### src/rtl/imem_arbiter_pkg.sv
// Shared types for the instruction-memory arbiter: FSM state and the owner
// tag that routes synchronous read data back to the requester that issued it.
// `WORD is the global data/address word-range macro.

`ifndef WORD
`define WORD [31:0]
`endif

package imem_arbiter_pkg;

  // Arbiter phase: BOOT (loader only) and RUN (fetch and loader share).
  typedef enum logic {
    BOOT = 1'b0,
    RUN  = 1'b1
  } arb_state_t;

  // Which requester owns the read data returning on the next cycle.
  typedef enum logic [1:0] {
    NONE  = 2'd0,
    FETCH = 2'd1,
    LOAD  = 2'd2
  } owner_t;

  localparam int OWNER_W = 2;

endpackage

### src/rtl/imem_arbiter_if.sv
// Bus bundle between the requesters/memory and the arbiter.
// slave: arbiter view. master: requesters and memory view.

`ifndef WORD
`define WORD [31:0]
`endif

interface imem_arbiter_if #(
  parameter int IMEM_POWER = 18
);
  // fetch port
  logic                  f_req;
  logic `WORD            f_addr;
  logic                  f_gnt;
  logic                  f_rvalid;
  logic `WORD            f_rdata;
  logic                  stallF;
  // loader port
  logic                  l_req;
  logic                  l_we;
  logic `WORD            l_addr;
  logic `WORD            l_wdata;
  logic                  l_gnt;
  logic                  l_rvalid;
  logic `WORD            l_rdata;
  // boot control / status
  logic                  boot_done;
  logic                  running;
  // memory port
  logic                  m_en;
  logic                  m_we;
  logic [IMEM_POWER-1:0] m_addr;
  logic `WORD            m_wdata;
  logic `WORD            m_rdata;

  modport slave (
    input  f_req, f_addr, l_req, l_we, l_addr, l_wdata, boot_done, m_rdata,
    output f_gnt, f_rvalid, f_rdata, stallF, l_gnt, l_rvalid, l_rdata,
           running, m_en, m_we, m_addr, m_wdata
  );

  modport master (
    output f_req, f_addr, l_req, l_we, l_addr, l_wdata, boot_done, m_rdata,
    input  f_gnt, f_rvalid, f_rdata, stallF, l_gnt, l_rvalid, l_rdata,
           running, m_en, m_we, m_addr, m_wdata
  );

endinterface

### src/rtl/arb_starve_cnt.sv
// Saturating count of consecutive loader wins while fetch waits.
// Only instantiated when IMEM_ARB_STARVE_EN is defined.

module arb_starve_cnt #(
  parameter int STARVE_MAX = 4
) (
  input  logic clk,
  input  logic reset,
  input  logic inc,
  input  logic clr,
  output logic at_max
);

  localparam int CNT_W = (STARVE_MAX < 1) ? 1 : $clog2(STARVE_MAX + 1);
  localparam logic [CNT_W-1:0] CNT_MAX = CNT_W'(STARVE_MAX);

  logic [CNT_W-1:0] cnt_d;
  logic [CNT_W-1:0] cnt_q;

  // Clear wins; otherwise count up and hold at the limit.
  always_comb begin
    cnt_d = cnt_q;
    if (clr)                         cnt_d = '0;
    else if (inc && cnt_q != CNT_MAX) cnt_d = cnt_q + 1'b1;
  end

  flopr #(.WIDTH(CNT_W), .RESET_VAL('0)) u_cnt_reg (
    .clk   (clk),
    .reset (reset),
    .d     (cnt_d),
    .q     (cnt_q)
  );

  assign at_max = (cnt_q == CNT_MAX);

endmodule

### src/rtl/flopr.sv
// Resettable register: asynchronous active-high reset to RESET_VAL.

module flopr #(
  parameter int               WIDTH     = 1,
  parameter logic [WIDTH-1:0] RESET_VAL = '0
) (
  input  logic             clk,
  input  logic             reset,
  input  logic [WIDTH-1:0] d,
  output logic [WIDTH-1:0] q
);

  // Capture d every cycle; reset forces the initial value.
  always_ff @(posedge clk or posedge reset) begin
    if (reset) q <= RESET_VAL;
    else       q <= d;
  end

endmodule

### src/rtl/imem_arbiter.sv
// Instruction-memory arbiter: shares one synchronous-read memory between the
// fetch port and the boot/loader port. BOOT grants only the loader; RUN lets
// the loader win ties. Optional macro IMEM_ARB_STARVE_EN forces a fetch grant
// after STARVE_MAX consecutive loader wins over a waiting fetch.

`ifndef WORD
`define WORD [31:0]
`endif

module imem_arbiter
  import imem_arbiter_pkg::*;
#(
  parameter int IMEM_POWER = 18,
  parameter int STARVE_MAX = 4
) (
  input  logic             clk,
  input  logic             reset,
  imem_arbiter_if.slave    bus
);

  arb_state_t        state_q;
  logic              running_q;
  logic              starve_force;
  logic              f_gnt_c;
  logic              l_gnt_c;
  logic `WORD        sel_addr;
  owner_t            owner_d;
  owner_t            owner_q;
  logic [OWNER_W-1:0] owner_raw_q;

  // Phase FSM: BOOT until boot_done, then RUN until reset.
  always_ff @(posedge clk or posedge reset) begin
    if (reset) begin
      state_q   <= BOOT;
      running_q <= 1'b0;
    end else begin
      case (state_q)
        BOOT: if (bus.boot_done) begin
          state_q   <= RUN;
          running_q <= 1'b1;
        end
        RUN: begin
          state_q   <= RUN;
          running_q <= 1'b1;
        end
        default: begin
          state_q   <= BOOT;
          running_q <= 1'b0;
        end
      endcase
    end
  end

  // Grants: fetch only in RUN, and only if loader idle or starvation forces it.
  always_comb begin
    f_gnt_c = (state_q == RUN) && bus.f_req && (!bus.l_req || starve_force);
    l_gnt_c = bus.l_req && !f_gnt_c;
  end

  // Memory port mux from the granted requester; fetch is always a read.
  always_comb begin
    sel_addr    = bus.l_addr;
    bus.m_en    = 1'b0;
    bus.m_we    = 1'b0;
    bus.m_wdata = '0;
    if (f_gnt_c) begin
      bus.m_en = 1'b1;
      sel_addr = bus.f_addr;
    end else if (l_gnt_c) begin
      bus.m_en    = 1'b1;
      bus.m_we    = bus.l_we;
      bus.m_wdata = bus.l_wdata;
    end
  end

  // Word index; byte-offset bits and bits above the memory depth wrap away.
  assign bus.m_addr = sel_addr[IMEM_POWER+1:2];

  // Owner of next cycle's read data; writes return nothing.
  always_comb begin
    owner_d = NONE;
    if (f_gnt_c)                   owner_d = FETCH;
    else if (l_gnt_c && !bus.l_we) owner_d = LOAD;
  end

  flopr #(.WIDTH(OWNER_W), .RESET_VAL(NONE)) u_owner_reg (
    .clk   (clk),
    .reset (reset),
    .d     (owner_d),
    .q     (owner_raw_q)
  );

  assign owner_q = owner_t'(owner_raw_q);

  assign bus.f_gnt    = f_gnt_c;
  assign bus.l_gnt    = l_gnt_c;
  assign bus.stallF   = bus.f_req && !f_gnt_c;
  assign bus.running  = running_q;
  assign bus.f_rvalid = (owner_q == FETCH);
  assign bus.l_rvalid = (owner_q == LOAD);
  assign bus.f_rdata  = bus.m_rdata;
  assign bus.l_rdata  = bus.m_rdata;

`ifdef IMEM_ARB_STARVE_EN
  logic cnt_inc;
  logic cnt_clr;

  // Count RUN loader wins over a waiting fetch; any fetch grant or idle fetch clears.
  always_comb begin
    cnt_inc = (state_q == RUN) && l_gnt_c && bus.f_req;
    cnt_clr = f_gnt_c || !bus.f_req;
  end

  arb_starve_cnt #(.STARVE_MAX(STARVE_MAX)) u_starve (
    .clk    (clk),
    .reset  (reset),
    .inc    (cnt_inc),
    .clr    (cnt_clr),
    .at_max (starve_force)
  );
`else
  logic [31:0] unused_starve_max;
  assign starve_force      = 1'b0;
  assign unused_starve_max = 32'(STARVE_MAX);
`endif

  // Address bits that the wrap-around deliberately discards.
  logic unused_addr_lo;
  assign unused_addr_lo = ^{bus.f_addr[1:0], bus.l_addr[1:0]};

  generate
    if (IMEM_POWER < 30) begin : g_addr_hi
      logic unused_addr_hi;
      assign unused_addr_hi = ^{bus.f_addr[31:IMEM_POWER+2], bus.l_addr[31:IMEM_POWER+2]};
    end
  endgenerate

endmodule
### src/flat_wrapper.sv
// flat-port wrapper written by rule: the top's interface ports become plain ports
module imem_arbiter_flat import imem_arbiter_pkg::*;
#(
  parameter int IMEM_POWER = 18,
  parameter int STARVE_MAX = 4
)
  (clk, reset, bus_f_req, bus_f_addr, bus_l_req, bus_l_we, bus_l_addr, bus_l_wdata, bus_boot_done, bus_m_rdata, bus_f_gnt, bus_f_rvalid, bus_f_rdata, bus_stallF, bus_l_gnt, bus_l_rvalid, bus_l_rdata, bus_running, bus_m_en, bus_m_we, bus_m_addr, bus_m_wdata);
  imem_arbiter_if #(.IMEM_POWER(IMEM_POWER)) bus_i ();
  input  logic clk;
  input  logic reset;
  input wire logic [$bits(bus_i.f_req)-1:0] bus_f_req;
  input wire logic [$bits(bus_i.f_addr)-1:0] bus_f_addr;
  input wire logic [$bits(bus_i.l_req)-1:0] bus_l_req;
  input wire logic [$bits(bus_i.l_we)-1:0] bus_l_we;
  input wire logic [$bits(bus_i.l_addr)-1:0] bus_l_addr;
  input wire logic [$bits(bus_i.l_wdata)-1:0] bus_l_wdata;
  input wire logic [$bits(bus_i.boot_done)-1:0] bus_boot_done;
  input wire logic [$bits(bus_i.m_rdata)-1:0] bus_m_rdata;
  output wire logic [$bits(bus_i.f_gnt)-1:0] bus_f_gnt;
  output wire logic [$bits(bus_i.f_rvalid)-1:0] bus_f_rvalid;
  output wire logic [$bits(bus_i.f_rdata)-1:0] bus_f_rdata;
  output wire logic [$bits(bus_i.stallF)-1:0] bus_stallF;
  output wire logic [$bits(bus_i.l_gnt)-1:0] bus_l_gnt;
  output wire logic [$bits(bus_i.l_rvalid)-1:0] bus_l_rvalid;
  output wire logic [$bits(bus_i.l_rdata)-1:0] bus_l_rdata;
  output wire logic [$bits(bus_i.running)-1:0] bus_running;
  output wire logic [$bits(bus_i.m_en)-1:0] bus_m_en;
  output wire logic [$bits(bus_i.m_we)-1:0] bus_m_we;
  output wire logic [$bits(bus_i.m_addr)-1:0] bus_m_addr;
  output wire logic [$bits(bus_i.m_wdata)-1:0] bus_m_wdata;
  assign bus_i.f_req = bus_f_req;
  assign bus_i.f_addr = bus_f_addr;
  assign bus_i.l_req = bus_l_req;
  assign bus_i.l_we = bus_l_we;
  assign bus_i.l_addr = bus_l_addr;
  assign bus_i.l_wdata = bus_l_wdata;
  assign bus_i.boot_done = bus_boot_done;
  assign bus_i.m_rdata = bus_m_rdata;
  assign bus_f_gnt = bus_i.f_gnt;
  assign bus_f_rvalid = bus_i.f_rvalid;
  assign bus_f_rdata = bus_i.f_rdata;
  assign bus_stallF = bus_i.stallF;
  assign bus_l_gnt = bus_i.l_gnt;
  assign bus_l_rvalid = bus_i.l_rvalid;
  assign bus_l_rdata = bus_i.l_rdata;
  assign bus_running = bus_i.running;
  assign bus_m_en = bus_i.m_en;
  assign bus_m_we = bus_i.m_we;
  assign bus_m_addr = bus_i.m_addr;
  assign bus_m_wdata = bus_i.m_wdata;
  imem_arbiter #(.IMEM_POWER(IMEM_POWER), .STARVE_MAX(STARVE_MAX)) u_core (.clk(clk), .reset(reset), .bus(bus_i));
endmodule
### config.mk
export PLATFORM = sky130hd
export DESIGN_NAME = imem_arbiter_flat
export DESIGN_NICKNAME = d
export VERILOG_FILES = /design/src/rtl/imem_arbiter_pkg.sv /design/src/rtl/imem_arbiter_if.sv /design/src/rtl/arb_starve_cnt.sv /design/src/rtl/flopr.sv /design/src/rtl/imem_arbiter.sv /design/src/flat_wrapper.sv
export SDC_FILE = /design/constraint.sdc
export NUM_CORES = 1
export LEC_CHECK = 0
export BUFFER_PORTS_ARGS = -buffer_cell sky130_fd_sc_hd__buf_2
export CAP_MARGIN = 20
export CORE_AREA = 4 4 96 98
export DETAILED_ROUTE_END_ITERATION = 12
export DIE_AREA = 0 0 100 102
export GPL_ROUTABILITY_DRIVEN = 0
export SLEW_MARGIN = 20
export SYNTH_ARGS = -nofsm -noshare
export SYNTH_HDL_FRONTEND = slang
export SYNTH_SLANG_ARGS = --single-unit
### constraint.sdc
create_clock -name clk -period 3.1 [get_ports clk]
set_input_delay 0.155 -clock clk [delete_from_list [all_inputs] [get_ports clk]]
set_output_delay 0.155 -clock clk [all_outputs]
set_load 0.01 [all_outputs]
==> results.sh, run 1 <==
export IMPL_outcome="finished, final reports clean"
export IMPL_worstPathArrival_ps=1530
export IMPL_port_buffers=131
export IMPL_dieHeight_um=102
export IMPL_clk_latency_ps=210
export IMPL_slowest_stage="dfrtp_1"
export IMPL_hpwl_um=2780
export IMPL_wl_um=3130
export IMPL_grt_max_degree=37
export IMPL_setup_violations=0
export IMPL_power_share_switching=0.293
export IMPL_tns_ps=0
export IMPL_maxCapViolations=0
export IMPL_slew_violations=0
export IMPL_ys_warn_count=0
export IMPL_cts_tree="done"
export IMPL_power_density_nw_per_um2=227
export IMPL_cts_buffers=3
export IMPL_synth_top_area_frac=0.421
export IMPL_dieArea_um2=10200
export IMPL_p_switching_uw=97.0
export IMPL_drive_above_1_share=0.773
export IMPL_critPathBufInv=2
export IMPL_synthArstFlopShare=1.00
export IMPL_antenna_left=0
export IMPL_slowest_delay_ps=400
export IMPL_crit_required_ps=2940
export IMPL_yosysTopAreaCell="buf_4"
export IMPL_leakagePower_nw=0.864
export IMPL_dr_pass1_iters=2
export IMPL_synthTopCellsByCount="buf_4 (64), and2_1 (30), mux2_2 (9), mux2_4 (9), dfrtp_1 (4)"
export IMPL_total_power_uw=331
export IMPL_core_area_um2=8470
export IMPL_netlist_top_cells_area="buf_4 (42%), and2_1 (16%), mux2_4 (12%), mux2_2 (8.9%), dfrtp_1 (8.8%)"
export IMPL_viasPerCell=3.31
export IMPL_area_growth_syn_to_layout_pct=27.7
export IMPL_ys_flop_type="dfrtp_1"
export IMPL_max_freq_mhz=592
export IMPL_yosys_cell_count_top_type="buf_4"
export IMPL_synth_seq_area_share=0.0876
export IMPL_crit_chain="nand3b_1, buf_4, mux2_2, buf_2"
export IMPL_finalCritPeriodShare=0.545
export IMPL_cts_resized=0
export IMPL_die_x_um=100
export IMPL_cp_start_kind="register"
export IMPL_placed_cells=307
export IMPL_num_antenna_cells=0
export IMPL_synth_edff_count=0
export IMPL_utilization=0.172
export IMPL_fin_area_um2=1460
export IMPL_p_int_uw=234
export IMPL_track_usage=0.0518
export IMPL_drc=0
export IMPL_fin_crit_ps=1690
export IMPL_num_vias=1028
export IMPL_clock_sinks=4
export IMPL_nets=339
export IMPL_final_cells=311
export IMPL_fin_skew_ps=0.308
export IMPL_clock_path_buffers=2
export IMPL_place_area_um2=1410
export IMPL_p_clk_frac=0.323
export IMPL_yosysUniqueCellTypes=18
export IMPL_htreeDepth=1
export IMPL_critPathMaxFanout=19
export IMPL_wl_per_cell_um=10.1
export IMPL_boundaryPins=256
export IMPL_hold_viol=0
export IMPL_grt_antenna_before_repair=0
export IMPL_drtIter0Drc=15
export IMPL_synthCells=137
export IMPL_grt_pass1_vias=945
export IMPL_rsz0062_at_grt="no"
export IMPL_hp_class="input pin to register"
export IMPL_postCtsSetupBuffers=0
export IMPL_seq_power_share=0.165
export IMPL_clk_pin_slew_ps=30
export IMPL_relSlewSlack=0.721
export IMPL_grt_pass1_wl_um=4340
export IMPL_cts_root_buf="clkbuf_8"
export IMPL_avgSynthCellArea_um2=8.34
export IMPL_synth_area_um2=1140
export IMPL_cts_hold_buf=1
export IMPL_ys_seq_elements=4
export IMPL_path_class="register to output port"
export IMPL_path_delay_family="buffers and inverters"
export IMPL_syn_num_nets=271
export IMPL_grt_overflow_total=0
export IMPL_initial_core_util=0.135
export IMPL_rows=34
export IMPL_pwr_share_comb=0.513
export IMPL_tightestPinTransition_ps=418
export IMPL_cp_end_kind="output port"
export IMPL_peakVddDrop_uv=56.5
per-stage QoR:
stage	setup WS, ps	hold slack (ps)
2_1_floorplan	1870	-78.9
3_3_place_gp	1470	38.2
3_5_place_dp	1430	40.7
4_1_cts	1410	103
5_1_grt	1270	110
6_report	1410	108
path summary, 6_finish.rpt:
kind	startpoint	endpoint	slack (ps)	depth (start not counted)
worst max-delay path	u_core.state_q	bus_m_addr[3]	1410	4
worst min-delay path	bus_l_we	u_core.u_owner_reg.q[1]	110	2
worst max register to register	u_core.state_q	u_core.u_owner_reg.q[0]	2080	3
worst min register to register	u_core.bus.running	u_core.bus.running	450	1
max in group asynchronous	reset	u_core.bus.running	2590	3
min in group asynchronous	reset	u_core.u_owner_reg.q[1]	360	3
worst register-to-register path, delay by kind of cell (launching register included):
family / cells / cell delay, ps
flip-flops: 1 / 400
buffers and inverters: 2 / 390
AND/OR/NAND/NOR: 1 / 110
layer usage:
metal,track usage,wire length [um],vias up
met5,0,0,-
met4,0.0446,176,0
met2,0.0867,1450,83
li1,-,-,493
met1,0.0515,895,425
met3,0.0177,608,27
flip-flops by register name, summed over array words and instances, names as in the netlist:
register	cells
u_core.state_q	1
u_core.bus.running	1
u_core.u_owner_reg.q	2
cell usage in the layout (no fill, tap or decap), types with 2 or more instances in the layout:
cell      instances
and2_1           30
and2_2            3
buf_2           131
clkbuf_8          3
dfrtp_1           4
inv_1             3
mux2_2            9
mux2_4            9
nand2_1           2
nor2b_1           2
power groups by stage:
stage	registers [mW]	clock network [mW]	logic (mW)
6_report	0.0545	0.107	0.170
5_1_grt	0.0545	0.117	0.188
4_1_cts	0.0545	0.110	0.173
3_5_place_dp	0.0550	0	0.172
3_3_place_gp	0.0550	0	0.170
2_1_floorplan	0.0549	0	0.171
final cells by class:
| class | count | area (um2) |
|---|---|---|
| multi-input combinational | 60 | 498 |
| clock buffer | 3 | 41.3 |
| tap | 108 | 135 |
| timing repair buffer | 133 | 673 |
| sequential | 4 | 100 |
| inverter | 3 | 11.3 |
| fill | 976 | 7010 |
cell families (layout without fill, tap and decap cells):
group / count (synthesis) / in the layout / synth area share
DFF: 4 / 4 / 0.0876
buffers and inverters: 73 / 139 / 0.476
muxes: 18 / 18 / 0.207
and+or+nand+nor: 41 / 41 / 0.222
AOI/OAI and AO/OA: 1 / 1 / 0.00657
Note: power is estimated with default switching activity, not from simulation.
==> run 2: changes to the inputs <==
ABC_AREA = 1   (was not set)
CORE_AREA = 4 4 97 99   (was 4 4 96 98)
DIE_AREA = 0 0 101 103   (was 0 0 100 102)
clock period = 1.5 ns   (was 3.1 ns; I/O delays follow)
==> results.sh, run 2 <==
export IMPL_ff2ff_path_depth=3
export IMPL_final_cells=386
export IMPL_core_area_um2=8550
export IMPL_worstReg2RegStart="u_core.state_q"
export IMPL_drtIter0Drc=25
export IMPL_track_usage=0.0609
export IMPL_synth_area_um2=1280
export IMPL_power_share_switching=0.351
export IMPL_die_x_um=101
export IMPL_syn_num_nets=350
export IMPL_dieHeight_um=103
export IMPL_drc=0
export IMPL_initial_core_util=0.150
export IMPL_hold_ws_ps=44.8
export IMPL_setup_violations=0
export IMPL_total_power_uw=702
export IMPL_seq_power_share=0.161
export IMPL_synth_seq_area_share=0.0782
export IMPL_htreeDepth=1
export IMPL_final_common_cell="buf_2"
export IMPL_drive_above_1_share=0.504
export IMPL_antenna_left=0
export IMPL_path_class="register to output port"
export IMPL_hp_class="input pin to register"
export IMPL_hold_start="bus_l_we"
export IMPL_avgSynthCellArea_um2=5.93
export IMPL_largest_reg_flops=2
export IMPL_grt_pass1_vias=1183
export IMPL_outcome="finished, final reports clean"
export IMPL_nets=414
export IMPL_ys_warn_count=0
export IMPL_grt_pass1_wl_um=5280
export IMPL_finalCritPeriodShare=0.867
export IMPL_critPathBufInv=2
export IMPL_hold_viol=0
export IMPL_r2r_setup_slack_ps=550
export IMPL_peakVddDrop_uv=829
export IMPL_rsz0062_at_grt="no"
export IMPL_grt_overflow_total=0
export IMPL_synthTopCellsByCount="nand2_1 (71), buf_4 (64), inv_1 (39)"
export IMPL_clock_path_buffers=2
export IMPL_dieArea_um2=10400
export IMPL_min_path_cells=2
export IMPL_clk_pin_slew_ps=30
export IMPL_yosysUniqueCellTypes=14
export IMPL_netlist_top_cells_area="buf_4 (38%), nand2_1 (21%), inv_1 (11%), nand4_1 (8.8%), dfrtp_1 (7.8%)"
export IMPL_path_delay_family="flip-flops"
export IMPL_dr_pass1_iters=4
export IMPL_ys_flop_type="dfrtp_1"
export IMPL_max_freq_mhz=769
export IMPL_tightestPinTransition_ps=239
export IMPL_critPathMaxFanout=19
export IMPL_cp_start_kind="register"
export IMPL_relSlewSlack=0.841
export IMPL_ys_seq_elements=4
export IMPL_fin_skew_ps=1.34
export IMPL_crit_required_ps=1420
export IMPL_p_clk_frac=0.313
export IMPL_num_antenna_cells=0
export IMPL_crit_chain="buf_4, nand4_1, nand2_1, buf_2"
export IMPL_largest_register="u_core.u_owner_reg.q"
export IMPL_wl_per_cell_um=9.89
export IMPL_cts_buffers=3
export IMPL_num_vias=1371
export IMPL_yosys_cell_count_top_type="nand2_1"
export IMPL_yosysTopAreaCell="buf_4"
export IMPL_boundaryPins=256
export IMPL_grt_antenna_before_repair=0
export IMPL_fin_crit_ps=1300
export IMPL_cts_root_buf="clkbuf_8"
export IMPL_rows=34
export IMPL_synth_edff_count=0
export IMPL_viasPerCell=3.55
export IMPL_pwr_share_comb=0.526
export IMPL_clk_latency_ps=210
export IMPL_tns_ps=0
export IMPL_cts_tree="done"
export IMPL_synthCells=216
export IMPL_hpwl_um=3300
export IMPL_hold_path_end="u_core.u_owner_reg.q[1]"
export IMPL_cp_end_kind="output port"
export IMPL_area_growth_syn_to_layout_pct=20.4
export IMPL_clock_sinks=4
export IMPL_synthArstFlopShare=1.00
export IMPL_synth_top_area_frac=0.375
export IMPL_p_switching_uw=247
export IMPL_p_int_uw=455
export IMPL_slowest_stage="dfrtp_1"
export IMPL_slew_violations=0
export IMPL_port_buffers=131
export IMPL_worstPathArrival_ps=1230
export IMPL_leakagePower_nw=1.17
export IMPL_maxCapViolations=0
export IMPL_power_density_nw_per_um2=455
export IMPL_grt_max_degree=27
export IMPL_r2r_end="u_core.bus.running"
export IMPL_placed_cells=382
export IMPL_wl_um=3820
export IMPL_slowest_delay_ps=410
export IMPL_final_cell_mix="buf_2 (131), nand2_1 (71), inv_1 (39)"
[run 2: cell count changes in the layout (fill, tap and decap cells not counted), moves of 2 or more]
cell / before / now
buf_4: 1 / 3
nand4_1: 0 / 18
nand2_1: 2 / 71
and2_1: 30 / 0
mux2_4: 9 / 0
mux2_2: 9 / 0
nor2_1: 1 / 5
and2_2: 3 / 0
inv_1: 3 / 39
nor2b_1: 2 / 0
[run 2: metal layers]
metal | part of all wire | global-route usage
met1 | 0.34 | 0.0659
met2 | 0.48 | 0.104
met3 | 0.12 | 0.0189
met4 | 0.051 | 0.0368
met5 | 0 | 0
[run 2: what timing repair did]
item | in CTS | in global routing
buffers inserted | 0 | 0
endpoints found under the hold margin | 4 | 0
hold buffers | 1 | 0
gates resized for setup | 0 | 0
[run 2: logic make-up (layout without fill, tap and decap cells)]
group                  Yosys count  after routing  synth area share
and+or+nand+nor                 96             96             0.329
buffers and inverters          116            178             0.592
DFF                              4              4            0.0782
[run 2: worst max path at each step]
stage	start	to	slack [ps]	cells after the start
4_1_cts	u_core.state_q	bus_m_addr[17]	190	4
2_1_floorplan	u_core.state_q	bus_m_addr[8]	580	4
5_1_grt	u_core.state_q	bus_m_addr[5]	100	4
3_3_place_gp	bus_l_req	bus_stallF	410	6
6_report	u_core.state_q	bus_m_addr[17]	200	4
3_5_place_dp	bus_l_req	bus_stallF	400	6
[run 2: layout make-up]
class	count	area [um2]
clock buffers	3	41.3
inverters	40	155
multi-input cells	96	422
fillers	988	7010
well taps	108	135
flip-flops and latches	4	100
repair buffers	135	688
[run 2: power groups by stage]
stage	logic, mW	registers (mW)	clock network (mW)
global route	0.414	0.113	0.240
CTS	0.377	0.113	0.227
detailed placement	0.374	0.114	0
floorplan	0.361	0.114	0
finish	0.369	0.113	0.220
global placement	0.369	0.114	0
[run 2: per-stage QoR]
step / instance area, um2 / utilization / worst slack [ps]
after floorplan: 1280 / - / 577
after global placement: 1490 / 0.174 / 415
after detailed placement: 1490 / 0.174 / 400
after CTS: 1540 / 0.180 / 195
after global routing: 1540 / 0.180 / 99.9
final: 1540 / 0.180 / 200
==> run 3: changes to the inputs <==
==> constraint.sdc (replaced) <==
create_clock -name clk -period 1.5 [get_ports clk]
set_input_delay 0.15 -clock clk [delete_from_list [all_inputs] [get_ports clk]]
set_output_delay 0.15 -clock clk [all_outputs]
set_load 0.01 [all_outputs]
==> results.sh, run 3 (synthesis results as in run 2) <==
export IMPL_relSlewSlack=0.838
export IMPL_rsz0062_at_grt="no"
export IMPL_wl_met3_um=482
export IMPL_fillers=987
export IMPL_p_int_uw=456
export IMPL_path_class="register to output port"
export IMPL_crit_required_ps=1350
export IMPL_tightestPinTransition_ps=242
export IMPL_cts_root_buf="clkbuf_8"
export IMPL_fin_skew_ps=1.08
export IMPL_largest_register="u_core.u_owner_reg.q"
export IMPL_core_area_um2=8550
export IMPL_antenna_left=0
export IMPL_num_vias=1383
export IMPL_drt_met1_wl_um=1270
export IMPL_pwr_share_comb=0.523
export IMPL_boundaryPins=256
export IMPL_drc=0
export IMPL_initial_core_util=0.150
export IMPL_dieArea_um2=10400
export IMPL_cp_end_kind="output port"
export IMPL_clock_path_buffers=2
export IMPL_area_growth_syn_to_layout_pct=20.4
export IMPL_nets=414
export IMPL_clock_sinks=4
export IMPL_final_cell_mix="buf_2 (131), nand2_1 (71), inv_1 (39)"
export IMPL_leakagePower_nw=1.17
export IMPL_p_switching_uw=250
export IMPL_drive_above_1_share=0.504
export IMPL_num_antenna_cells=0
export IMPL_cp_start_kind="register"
export IMPL_cts_tree="done"
export IMPL_power_density_nw_per_um2=458
export IMPL_grt_overflow_total=0
export IMPL_clk_pin_slew_ps=30
export IMPL_hpwl_um=3300
export IMPL_grt_max_degree=27
export IMPL_place_ws_ps=278
export IMPL_wl_met2_um=1900
export IMPL_hold_ws_ps=119
export IMPL_port_buffers=131
export IMPL_grt_pass1_vias=1190
export IMPL_seq_power_share=0.160
export IMPL_final_common_cell="buf_2"
export IMPL_hold_viol=0
export IMPL_wl_per_cell_um=9.96
export IMPL_fin_crit_ps=1430
export IMPL_fin_area_um2=1540
export IMPL_peakVddDrop_uv=475
export IMPL_die_x_um=101
export IMPL_wl_um=3850
export IMPL_slew_violations=0
export IMPL_total_power_uw=706
export IMPL_placed_cells=382
export IMPL_hp_class="input pin to register"
export IMPL_outcome="finished, final reports clean"
export IMPL_clk_latency_ps=210
export IMPL_rows=34
export IMPL_setup_violations=0
export IMPL_grt_pass1_wl_um=5300
export IMPL_finalCritPeriodShare=0.953
export IMPL_htreeDepth=1
export IMPL_critPathMaxFanout=19
export IMPL_place_area_um2=1490
export IMPL_viasPerCell=3.58
export IMPL_highest_layer="met4"
export IMPL_power_share_switching=0.355
export IMPL_layout_setup_ws_ps=70.3
export IMPL_grt_antenna_before_repair=0
export IMPL_track_usage=0.0617
export IMPL_dr_pass1_iters=4
export IMPL_dieHeight_um=103
export IMPL_cts_buffers=3
export IMPL_worstPathArrival_ps=1280
export IMPL_utilization=0.180
export IMPL_p_clk_frac=0.318
export IMPL_drtIter0Drc=82
export IMPL_largest_reg_flops=2
export IMPL_final_cells=386
export IMPL_cts_resized=0
export IMPL_tns_ps=0
export IMPL_maxCapViolations=0
export IMPL_max_freq_mhz=699
run 3: repair_timing:
item                      CTS  global route
buffers inserted            0             0
hold buffers                1             0
hold endpoints to repair    4             0
run 3: final timing paths:
kind | start | to | slack (ps) | cells after the start
max | u_core.state_q | bus_m_addr[11] | 70 | 4
max reg2reg | u_core.state_q | u_core.bus.running | 540 | 3
min in group asynchronous | reset | u_core.u_owner_reg.q[0] | 380 | 3
min reg2reg | u_core.bus.running | u_core.bus.running | 470 | 1
max in group asynchronous | reset | u_core.u_owner_reg.q[1] | 970 | 3
min | bus_l_we | u_core.u_owner_reg.q[1] | 120 | 2
run 3: critical path, stage by stage (launching register included):
cell and delay [ps]:
dfrtp_1 410, buf_4 250, nand4_1 170, nand2_1 100
buf_2 130
run 3: area by class of cell:
| class | count | area, um2 | area share |
|---|---|---|---|
| flip-flops and latches | 4 | 100 | 0.0649 |
| repair buffers | 135 | 688 | 0.446 |
| multi-input cells | 96 | 422 | 0.274 |
| clock buffers | 3 | 41.3 | 0.0268 |
| well taps | 108 | 135 | 0.0877 |
| inverters | 40 | 155 | 0.101 |
run 3: power groups by stage:
stage | logic, mW | registers (mW) | clock network, mW
final | 0.369 | 0.113 | 0.224
after global routing | 0.413 | 0.113 | 0.248
after CTS | 0.377 | 0.113 | 0.235
after detailed placement | 0.373 | 0.114 | 0
after global placement | 0.369 | 0.114 | 0
after floorplan | 0.361 | 0.114 | 0
run 3: per-layer routing:
| metal | up-vias | track usage |
|---|---|---|
| met4 | 0 | 0.0460 |
| met5 | - | 0 |
| met1 | 580 | 0.0655 |
| li1 | 696 | - |
| met2 | 73 | 0.107 |
| met3 | 34 | 0.0135 |
